===== config.mk =====
export PLATFORM = sky130hd
export DESIGN_NAME = neuron_slot_sched
export DESIGN_NICKNAME = d
export VERILOG_FILES = /design/src/rtl/neuron_slot_sched.sv
export SDC_FILE = /design/constraint.sdc
export NUM_CORES = 1
export LEC_CHECK = 0
export ABC_AREA = 1
export CORE_MARGIN = 5
export CORE_UTILIZATION = 59
export DETAILED_ROUTE_END_ITERATION = 6
export MAX_ROUTING_LAYER = met4
export PLACE_DENSITY = 0.86
export SYNTH_ARGS = -nofsm -noshare
export SYNTH_HDL_FRONTEND = slang
export SYNTH_SLANG_ARGS = --single-unit

===== constraint.sdc =====
create_clock -name rawclk -period 7.4 [get_ports rawclk]
set_input_delay 1.48 -clock rawclk [delete_from_list [all_inputs] [get_ports rawclk]]
set_output_delay 1.48 -clock rawclk [all_outputs]
set_load 0.1 [all_outputs]

===== src/rtl/neuron_slot_sched.sv =====
// neuron_slot_sched: divider-tick driven (neuron, phase) slot issuer with frame, probe and overrun strobes
// Ports: rawclk/reset (sync, active-high); enable run request; half_cnt divider reload (live);
// frame_len ticks per frame (latched at frame start); tap0..2/tap_en probe selects; clr_overrun.
// Outputs, all registered: tick, slot_valid, neuron_index, phase, frame_start, frame_done, tap_hit, busy, overrun.
module neuron_slot_sched #(
  parameter int NN = 8,
  parameter int CW = 32
) (
  input  logic          rawclk,
  input  logic          reset,
  input  logic          enable,
  input  logic [CW-1:0] half_cnt,
  input  logic [CW-1:0] frame_len,
  input  logic [NN:0]   tap0,
  input  logic [NN:0]   tap1,
  input  logic [NN:0]   tap2,
  input  logic [2:0]    tap_en,
  input  logic          clr_overrun,
  output logic          tick,
  output logic          slot_valid,
  output logic [NN:0]   neuron_index,
  output logic [1:0]    phase,
  output logic          frame_start,
  output logic          frame_done,
  output logic [2:0]    tap_hit,
  output logic          busy,
  output logic          overrun
);
  localparam int SW = NN + 3;
  localparam logic [CW-1:0] ONE = {{(CW-1){1'b0}}, 1'b1};
  localparam logic [CW-1:0] NUM_SLOTS = ONE << SW;
  localparam logic [SW-1:0] LAST = '1;
  typedef enum logic [1:0] {IDLE, SWEEP, GAP, BOUND} state_t;
  state_t state_q, state_d;
  logic [CW-1:0] div_cnt_q, div_cnt_d, frm_cnt_q, frm_cnt_d, frame_len_lat_q, frame_len_lat_d;
  logic [CW-1:0] frame_len_eff, frm_next;
  logic [SW-1:0] slot_cnt_q, slot_cnt_d, out_slot_q, out_slot_d, issue;
  logic run, tick_int, start, issue_v, boundary;
  logic tick_q, valid_q, fs_q, fs_d, fd_q, fd_d, ov_q, ov_d;
  logic [2:0] hit_q, hit_d;
  always_comb begin
    run = (state_q != IDLE) || enable;
    tick_int = run && (div_cnt_q >= half_cnt);
    div_cnt_d = (!run || tick_int) ? '0 : div_cnt_q + 1'b1;
    // IDLE and BOUND both mean "the next tick opens a frame"
    start = tick_int && (state_q == IDLE || state_q == BOUND);
    frame_len_lat_d = start ? frame_len : frame_len_lat_q;
    frame_len_eff = (frame_len_lat_d < NUM_SLOTS) ? NUM_SLOTS : frame_len_lat_d;
    issue_v = tick_int && (start || state_q == SWEEP);
    issue = start ? '0 : slot_cnt_q;
    frm_next = start ? ONE : frm_cnt_q + 1'b1;
    frm_cnt_d = tick_int ? frm_next : frm_cnt_q;
    slot_cnt_d = issue_v ? issue + 1'b1 : slot_cnt_q;
    out_slot_d = issue_v ? issue : out_slot_q;
    fs_d = start;
    fd_d = issue_v && (issue == LAST);
    // with frame_len_eff == NUM_SLOTS the last slot is also the boundary, so GAP is skipped
    boundary = tick_int && (frm_next == frame_len_eff);
    state_d = boundary ? (enable ? BOUND : IDLE) : start ? SWEEP : fd_d ? GAP : state_q;
    hit_d = {issue_v && tap_en[2] && issue[1:0] == 2'd0 && issue[SW-1:2] == tap2,
             issue_v && tap_en[1] && issue[1:0] == 2'd0 && issue[SW-1:2] == tap1,
             issue_v && tap_en[0] && issue[1:0] == 2'd0 && issue[SW-1:2] == tap0};
    ov_d = (start && frame_len < NUM_SLOTS) || (ov_q && !clr_overrun);
  end
  always_ff @(posedge rawclk) begin
    if (reset) begin
      state_q <= IDLE;
      div_cnt_q <= '0;
      frm_cnt_q <= '0;
      frame_len_lat_q <= '0;
      slot_cnt_q <= '0;
      out_slot_q <= '0;
      tick_q <= 1'b0;
      valid_q <= 1'b0;
      fs_q <= 1'b0;
      fd_q <= 1'b0;
      hit_q <= '0;
      ov_q <= 1'b0;
    end else begin
      state_q <= state_d;
      div_cnt_q <= div_cnt_d;
      frm_cnt_q <= frm_cnt_d;
      frame_len_lat_q <= frame_len_lat_d;
      slot_cnt_q <= slot_cnt_d;
      out_slot_q <= out_slot_d;
      tick_q <= tick_int;
      valid_q <= issue_v;
      fs_q <= fs_d;
      fd_q <= fd_d;
      hit_q <= hit_d;
      ov_q <= ov_d;
    end
  end
  assign tick = tick_q;
  assign slot_valid = valid_q;
  assign neuron_index = out_slot_q[SW-1:2];
  assign phase = out_slot_q[1:0];
  assign frame_start = fs_q;
  assign frame_done = fd_q;
  assign tap_hit = hit_q;
  assign busy = (state_q != IDLE);
  assign overrun = ov_q;
endmodule


==> results of run 1 <==
-- Yosys cell counts (5+ instances only) --
cell type  number  area, µm²
nor3_1         27        135
o21ai_0        71        355
o21a_1          6       45.0
nand4_1        38        238
nand3_1        47        235
or2_2          20        125
ha_1           38        475
dfxtp_1       128       2560
inv_1         160        601
nand3b_1        5       37.5
o22ai_1         5       31.3
nor4_1         14       87.6
xor2_1         26        228
buf_2           6       30.0
nand3_2         5       50.1
nor2_1        122        458
a21oi_1        90        450
nand2_1       242        908
clkbuf_1       25       93.8
xnor2_1        15        131
clkinv_1        5       18.8
a211oi_1        7       52.6
-- where the power goes --
group / leakage (µW) / internal [µW] / switching (µW)
clock network: 0.000296 / 546 / 291
logic: 0.00289 / 57.5 / 39.0
registers: 0.00103 / 690 / 0.673
-- layout make-up --
type | count | area, µm²
clock buffers | 26 | 519
clock inverters | 5 | 75.1
fillers | 999 | 3190
inverters | 168 | 632
multi-input cells | 819 | 4380
flip-flops and latches | 128 | 2560
well taps | 172 | 215
repair buffers | 121 | 1200
-- worst paths after layout --
path,startpoint,endpoint,cells after the start
worst max register to register,div_cnt_q[19],state_q[0],23
worst min register to register,out_slot_q[10],out_slot_q[10],2
worst max-delay path,half_cnt[25],state_q[0],25
worst min-delay path,out_slot_q[10],out_slot_q[10],2
-- metal layers --
metal / track usage (%) / up-vias / wire, µm
met5: - / - / 0
met4: 9.16 / 0 / 519
met3: 6.09 / 58 / 1310
met2: 42.6 / 281 / 9550
met1: 33.8 / 3463 / 8910
li1: - / 3973 / -
-- kinds of logic after synthesis --
group | after synthesis
flops | 128
fa+ha+maj | 38
compound gates | 196
buf+inv | 204
simple gates | 544
xor+xnor | 41
-- metrics by stage --
| step | hold WS [ns] | area, µm² |
|---|---|---|
| floorplan | 0.441 | 7750 |
| global placement | 0.457 | 8990 |
| detailed placement | 0.465 | 8990 |
| CTS | 0.474 | 9580 |
| global route | 0.497 | 9580 |
| finish | 0.469 | 9580 |
-- registers in the layout, indices dropped and copies added, names as in the netlist --
| register | cells |
|---|---|
| slot_valid | 1 |
| slot_cnt_q | 11 |
| tap_hit | 3 |
| frame_len_lat_q | 32 |
| out_slot_q | 11 |
| div_cnt_q | 32 |
| overrun | 1 |
| frame_start | 1 |
| frm_cnt_q | 32 |
| tick | 1 |
| state_q | 2 |
| frame_done | 1 |
-- worst max-delay path: stages --
cell and delay, ns:
clkdlybuf4s50_1 0.45, inv_1 0.05, ha_1 0.31, a21oi_1 0.18
o21ai_0 0.10, nand2_1 0.06, nand2_1 0.06, a21oi_2 0.19
nand2_4 0.18, nand3_4 0.41, clkinv_2 0.42, o21ai_0 0.52
nand2_1 0.10, nor2_1 0.15, nand3_2 0.38, nand3_1 0.19
nand2_1 0.06, inv_1 0.05, nand2_1 0.04, nor2_1 0.09
nand2_1 0.06, nor2_2 0.10, nand2_1 0.08, nand2_1 0.07
nand2_1 0.05
==> summary.txt, run 1 <==
Worst setup path
  • Crit path launch type: input port
  • Critical Path Sink Type: register
  • Crit path kind: in2reg
  • CP Max Fanout: 47
  • Crit path DAT: 5.86 ns
  • Crit path required time: 7.71 ns
  • R2R setup slack: 3.03 ns

Clock network
  • H-tree depth: 4
  • Post-CTS Setup Bufs: 0
  • Clock Root Buffer: clkbuf_16
  • Sink Count: 128
  • Clock Latency Late Sink: 0.42 ns
  • Hold Buf Count CTS: 0
  • Post-CTS sizing: 0
  • Total CTS buffers: 17
  • Clock transition at path regs: 0.06 ns
  • Longest Clk Path Bufs: 2
  • CTS tree: yes

Worst hold path
  • Hold crit path type: reg2reg

Logic synthesis
  • Post-synthesis adder-cell area fraction: 6.13%
  • Synth unique cells: 44
  • FFs w/ async S/R, synth: 0%
  • Synth Register Bits: 128
  • Post-synth top flop: dfxtp_1
  • Compound-Gate Fraction of Synth Area: 13.7%
  • Register area share after synthesis: 33.0%
  • Simple-Gate Fraction of Synth Area: 32.1%
  • Post-synthesis mux area share: 0%
  • Synthesized area: 7750 µm²
  • Synth Warn #: 0
  • Number of flops mapped to enable cells by yosys: 0
  • Largest family of logic cells by synthesized area: simple AND/OR/NAND/NOR gates
  • Mean post-synth cell area: 6.74 µm²
  • Syn Nets: 1,287
  • Post-synthesis cell count: 1,151
  • Area share of xor/xnor cells in the synthesized design: 4.63%

Drt
  • Initial drt markers: 704
  • Final ANT Viol Nets: 0
  • DR pass1 iterations: 5
  • Routed length per instance: 14.1 µm
  • Via count: 7,775
  • Routed WL: 20,300 µm
  • # DRC: 0
  • Vias/cell: 5.40

Floorplanning
  • Die area: 15,500 µm²
  • Starting Density: 60.7%
  • Io pins: 118
  • DIE WIDTH: 125 µm
  • Chip Height: 125 µm
  • Row cnt: 41
  • Total core area: 12,800 µm²

Placement
  • Port bufs: 117
  • Pre-CTS setup slack: 1.51 ns
  • Detail Placement HPWL: 14,900 µm
  • Placer congestion estimate: 0.940
  • DP Cell Count: 1,408

Timing
  • RSZ-0062 raised after global routing: no
  • Fin Clk Skew: 0.00665 ns
  • Fin crit share: 75.0%
  • Setup TNS: 0 ns
  • Tmin final: 5.55 ns
  • Worst slew pin tran: 0.992 ns
  • Final setup vio count: 0
  • Fmax: 180 MHz
  • Rel. slew slack: 33.7%
  • Final hold vios: 0
  • Setup WS post-layout: 1.85 ns
  • Fin. max-slew vios: 0

Finish
  • Share of cells above drive strength 1: 6.08%
  • Nets@finish: 1,391
  • Final Util: 75.0%
  • Layout area overhead: 23.6%
  • Most common cell after layout, fill and taps aside: nand2_1
  • Post-route insts no fill: 1,439
  • N_diodes: 0
  • Most frequent cells in the layout: nand2_1 (242), inv_1 (160), dfxtp_1 (128), nor2_1 (122), clkdlybuf4s50_1 (116)

Global routing
  • Tot GR Track Use: 26.8%
  • First-pass GRT wire length: 33,800 µm
  • Vias in the first global route: 7,349
  • Grt total ovfl: 0
  • Pin count of the biggest net entering global routing: 61
  • Initial antenna violation count: 0

Power and ir drop
  • P per Cell Area: 169 nW/µm²
  • P_leak: 0.00422 µW
  • Worst VDD drop: 0.000226 V
  • Overall power: 1620 µW

Run
  • Max-cap violations: 0

Status
  • Outcome: finished clean
No activity file was read; power rests on OpenSTA's default activity.
==> inputs of run 2 (changes only) <==
--- a/config.mk
+++ b/config.mk
@@ -7,10 +7,10 @@
 export LEC_CHECK = 0
 export ABC_AREA = 1
 export CORE_MARGIN = 5
-export CORE_UTILIZATION = 59
+export CORE_UTILIZATION = 50
 export DETAILED_ROUTE_END_ITERATION = 6
 export MAX_ROUTING_LAYER = met4
-export PLACE_DENSITY = 0.86
+export PLACE_DENSITY = 0.78
 export SYNTH_ARGS = -nofsm -noshare
 export SYNTH_HDL_FRONTEND = slang
 export SYNTH_SLANG_ARGS = --single-unit
==> constraint.sdc (replaced) <==
create_clock -name rawclk -period 4.5 [get_ports rawclk]
set_input_delay 0.9 -clock rawclk [delete_from_list [all_inputs] [get_ports rawclk]]
set_output_delay 0.9 -clock rawclk [all_outputs]
set_load 0.1 [all_outputs]
==> run 2 against run 1 <==
Sequential share of layout area down 0.48 points. Count of clock-buffer cells in the layout unchanged. Critical path depth decreased by 1. Largest cell class unchanged. Largest power group unchanged. Highest routed layer unchanged.
==> summary.txt, run 2 (same netlist as run 1, synthesis figures left out) <==
Clock network
  • Longest Clk Path Bufs: 2
  • H-tree depth: 4
  • Post-CTS Setup Bufs: 0
  • Clock Root Buffer: clkbuf_16
  • CTS tree: yes
  • Hold Buf Count CTS: 0
  • Post-CTS sizing: 0
  • Clock transition at path regs: 0.05 ns
  • Total CTS buffers: 17
  • Sink Count: 128
  • Clock Latency Late Sink: 0.42 ns

Worst setup path
  • Buf/Inv on CP: 6
  • R2R Path End: state_q[0]
  • CP max-delay cell: clkdlybuf4s50_1
  • Critical path depth: 24
  • CP Max Fanout: 18
  • Crit-path leading delay family: simple AND/OR/NAND/NOR gates
  • Crit path DAT: 4.34 ns
  • Crit path required time: 4.82 ns
  • R2R setup slack: 1.07 ns
  • Reg2Reg Launch Point: state_q[0]
  • Reg2reg path depth: 16
  • CP Cell Sequence: clkdlybuf4s50_1 > inv_1 > ha_1 > nand2_1 > nor2_1 > nand4_1 > nor2_1 > nand2_2 > nand2_4 > buf_4 > nand2_1 > clkinv_1 > nand2_1 > nor3_1 > inv_1 > nor2_1 > nand3_1 > inv_1 > nand4_1 > or2_1 > nand2_1 > a21oi_1 > nand2_1 > nand2_1
  • Critical Path Sink Type: register
  • Crit path top cell by count: nand2_1
  • Delay of the slowest critical-path stage: 0.45 ns
  • Crit path kind: in2reg
  • Crit path launch type: input port

Finish
  • FF/Latch Area: 2560 µm²
  • Most common cell after layout, fill and taps aside: nand2_1
  • Layout area overhead: 25.8%
  • Top Registers: div_cnt_q: 32 flops, frame_len_lat_q: 32 flops, frm_cnt_q: 32 flops
  • Most frequent cells in the layout: nand2_1 (242), inv_1 (160), dfxtp_1 (128), nor2_1 (122), clkdlybuf4s50_1 (116)
  • Fill cell count: 1,354
  • Area of the multi-input gates: 4380 µm²
  • Nets@finish: 1,408
  • Share of cells above drive strength 1: 7.32%

Timing
  • Tmin final: 4.02 ns
  • Fin. max-slew vios: 0
  • RSZ-0062 raised after global routing: no
  • Setup WS post-layout: 0.478 ns
  • Fmax: 249 MHz
  • Final setup vio count: 0
  • Worst slew pin tran: 0.997 ns
  • Rel. slew slack: 33.3%
  • Fin Clk Skew: 0.00587 ns
  • Final hold vios: 0
  • Fin crit share: 89.4%
  • Setup TNS: 0 ns

Worst hold path
  • WHS Path Cells: 2
  • Hold crit path type: reg2reg
  • Hold_sp: out_slot_q[10]
  • Hold endpoint: out_slot_q[10]

Floorplanning
  • Die area: 18,100 µm²
  • Chip Height: 135 µm
  • DIE WIDTH: 135 µm
  • Total core area: 15,200 µm²
  • Row cnt: 45
  • Starting Density: 51.0%
  • Io pins: 118

Power and ir drop
  • P per Cell Area: 274 nW/µm²
  • Flop pwr share: 42.5%
  • Share of total power in combinational logic: 6.0%
  • Internal: 2130 µW
  • Net Switching: 546 µW
  • Overall power: 2670 µW
  • Worst VDD drop: 0.000281 V
  • Clock power share: 51.5%
  • P_leak: 0.00430 µW
  • Sw frac: 20.4%

Drt
  • Routed length per instance: 13.8 µm
  • DR pass1 iterations: 6
  • # DRC: 0
  • Initial drt markers: 540
  • Final ANT Viol Nets: 0
  • Routed WL: 20,300 µm
  • Vias/cell: 5.24
  • Via count: 7,713

Status
  • Outcome: finished clean

Global routing
  • M1 GR Usage: 29.6%
  • Vias in the first global route: 7,188
  • Grt total ovfl: 0
  • First-pass GRT wire length: 33,600 µm
  • GR peak layer: met2
  • Met3 Use GR: 4.32%
  • GR Util met2: 37.3%
  • Tot GR Track Use: 23.3%
  • Pin count of the biggest net entering global routing: 61
  • Initial antenna violation count: 1

Placement
  • Detail Placement HPWL: 15,500 µm
  • Placer congestion estimate: 0.920
  • Pre-CTS setup slack: 0.0249 ns
  • Port bufs: 117

Run
  • Max-cap violations: 0
run 2: cell types whose count changed in the layout (fill, tap and decap cells not counted), sizes merged:
cell / change
buf: +17
diode: +1
run 2: area by class of cell:
type	instances	area share (%)
Multi-Input combinational cell	819	44.9
Sequential cell	128	26.3
Timing Repair Buffer	138	13.8
Inverter	168	6.47
Clock buffer	26	5.32
Tap cell	188	2.41
Clock inverter	5	0.769
Antenna cell	1	0.0256
run 2: metrics by stage:
step,area (µm²),cells,hold WS (ns),utilization (%)
after floorplan,7750,1151,0.441,-
after global placement,9160,1441,0.454,60.3
after detailed placement,9160,1441,0.459,60.3
after CTS,9760,1472,0.471,64.2
after global routing,9760,1473,0.493,64.2
final,9760,1473,0.473,64.2
run 2: worst max path at each step:
stage | end | slack (ns) | start
detailed placement | state_q[0] | 0.02 | half_cnt[19]
CTS | state_q[0] | 0.47 | half_cnt[19]
global route | state_q[0] | 0.08 | half_cnt[23]
floorplan | state_q[0] | 0.36 | half_cnt[23]
finish | state_q[0] | 0.48 | half_cnt[23]
global placement | state_q[0] | 0.02 | half_cnt[19]
run 2: power groups by stage:
stage	sequential (µW)	clock, µW	combinational, µW
final	1140	1380	161
after global routing	1140	1450	176
after CTS	1140	1400	161
after detailed placement	1160	0	159
after global placement	1160	0	158
after floorplan	1160	0	53.9
run 2: metal layers:
metal / share of wire, % / up-vias
met5: 0 / -
met4: 2.3 / 0
met3: 5.2 / 38
met2: 47 / 204
met1: 46 / 3449
li1: - / 4022
run 2: tightest hold or removal path, stage by stage, from the launching register on:
cell and delay (ns):
dfxtp_1 0.31, nand2_1 0.06, a21oi_1 0.05
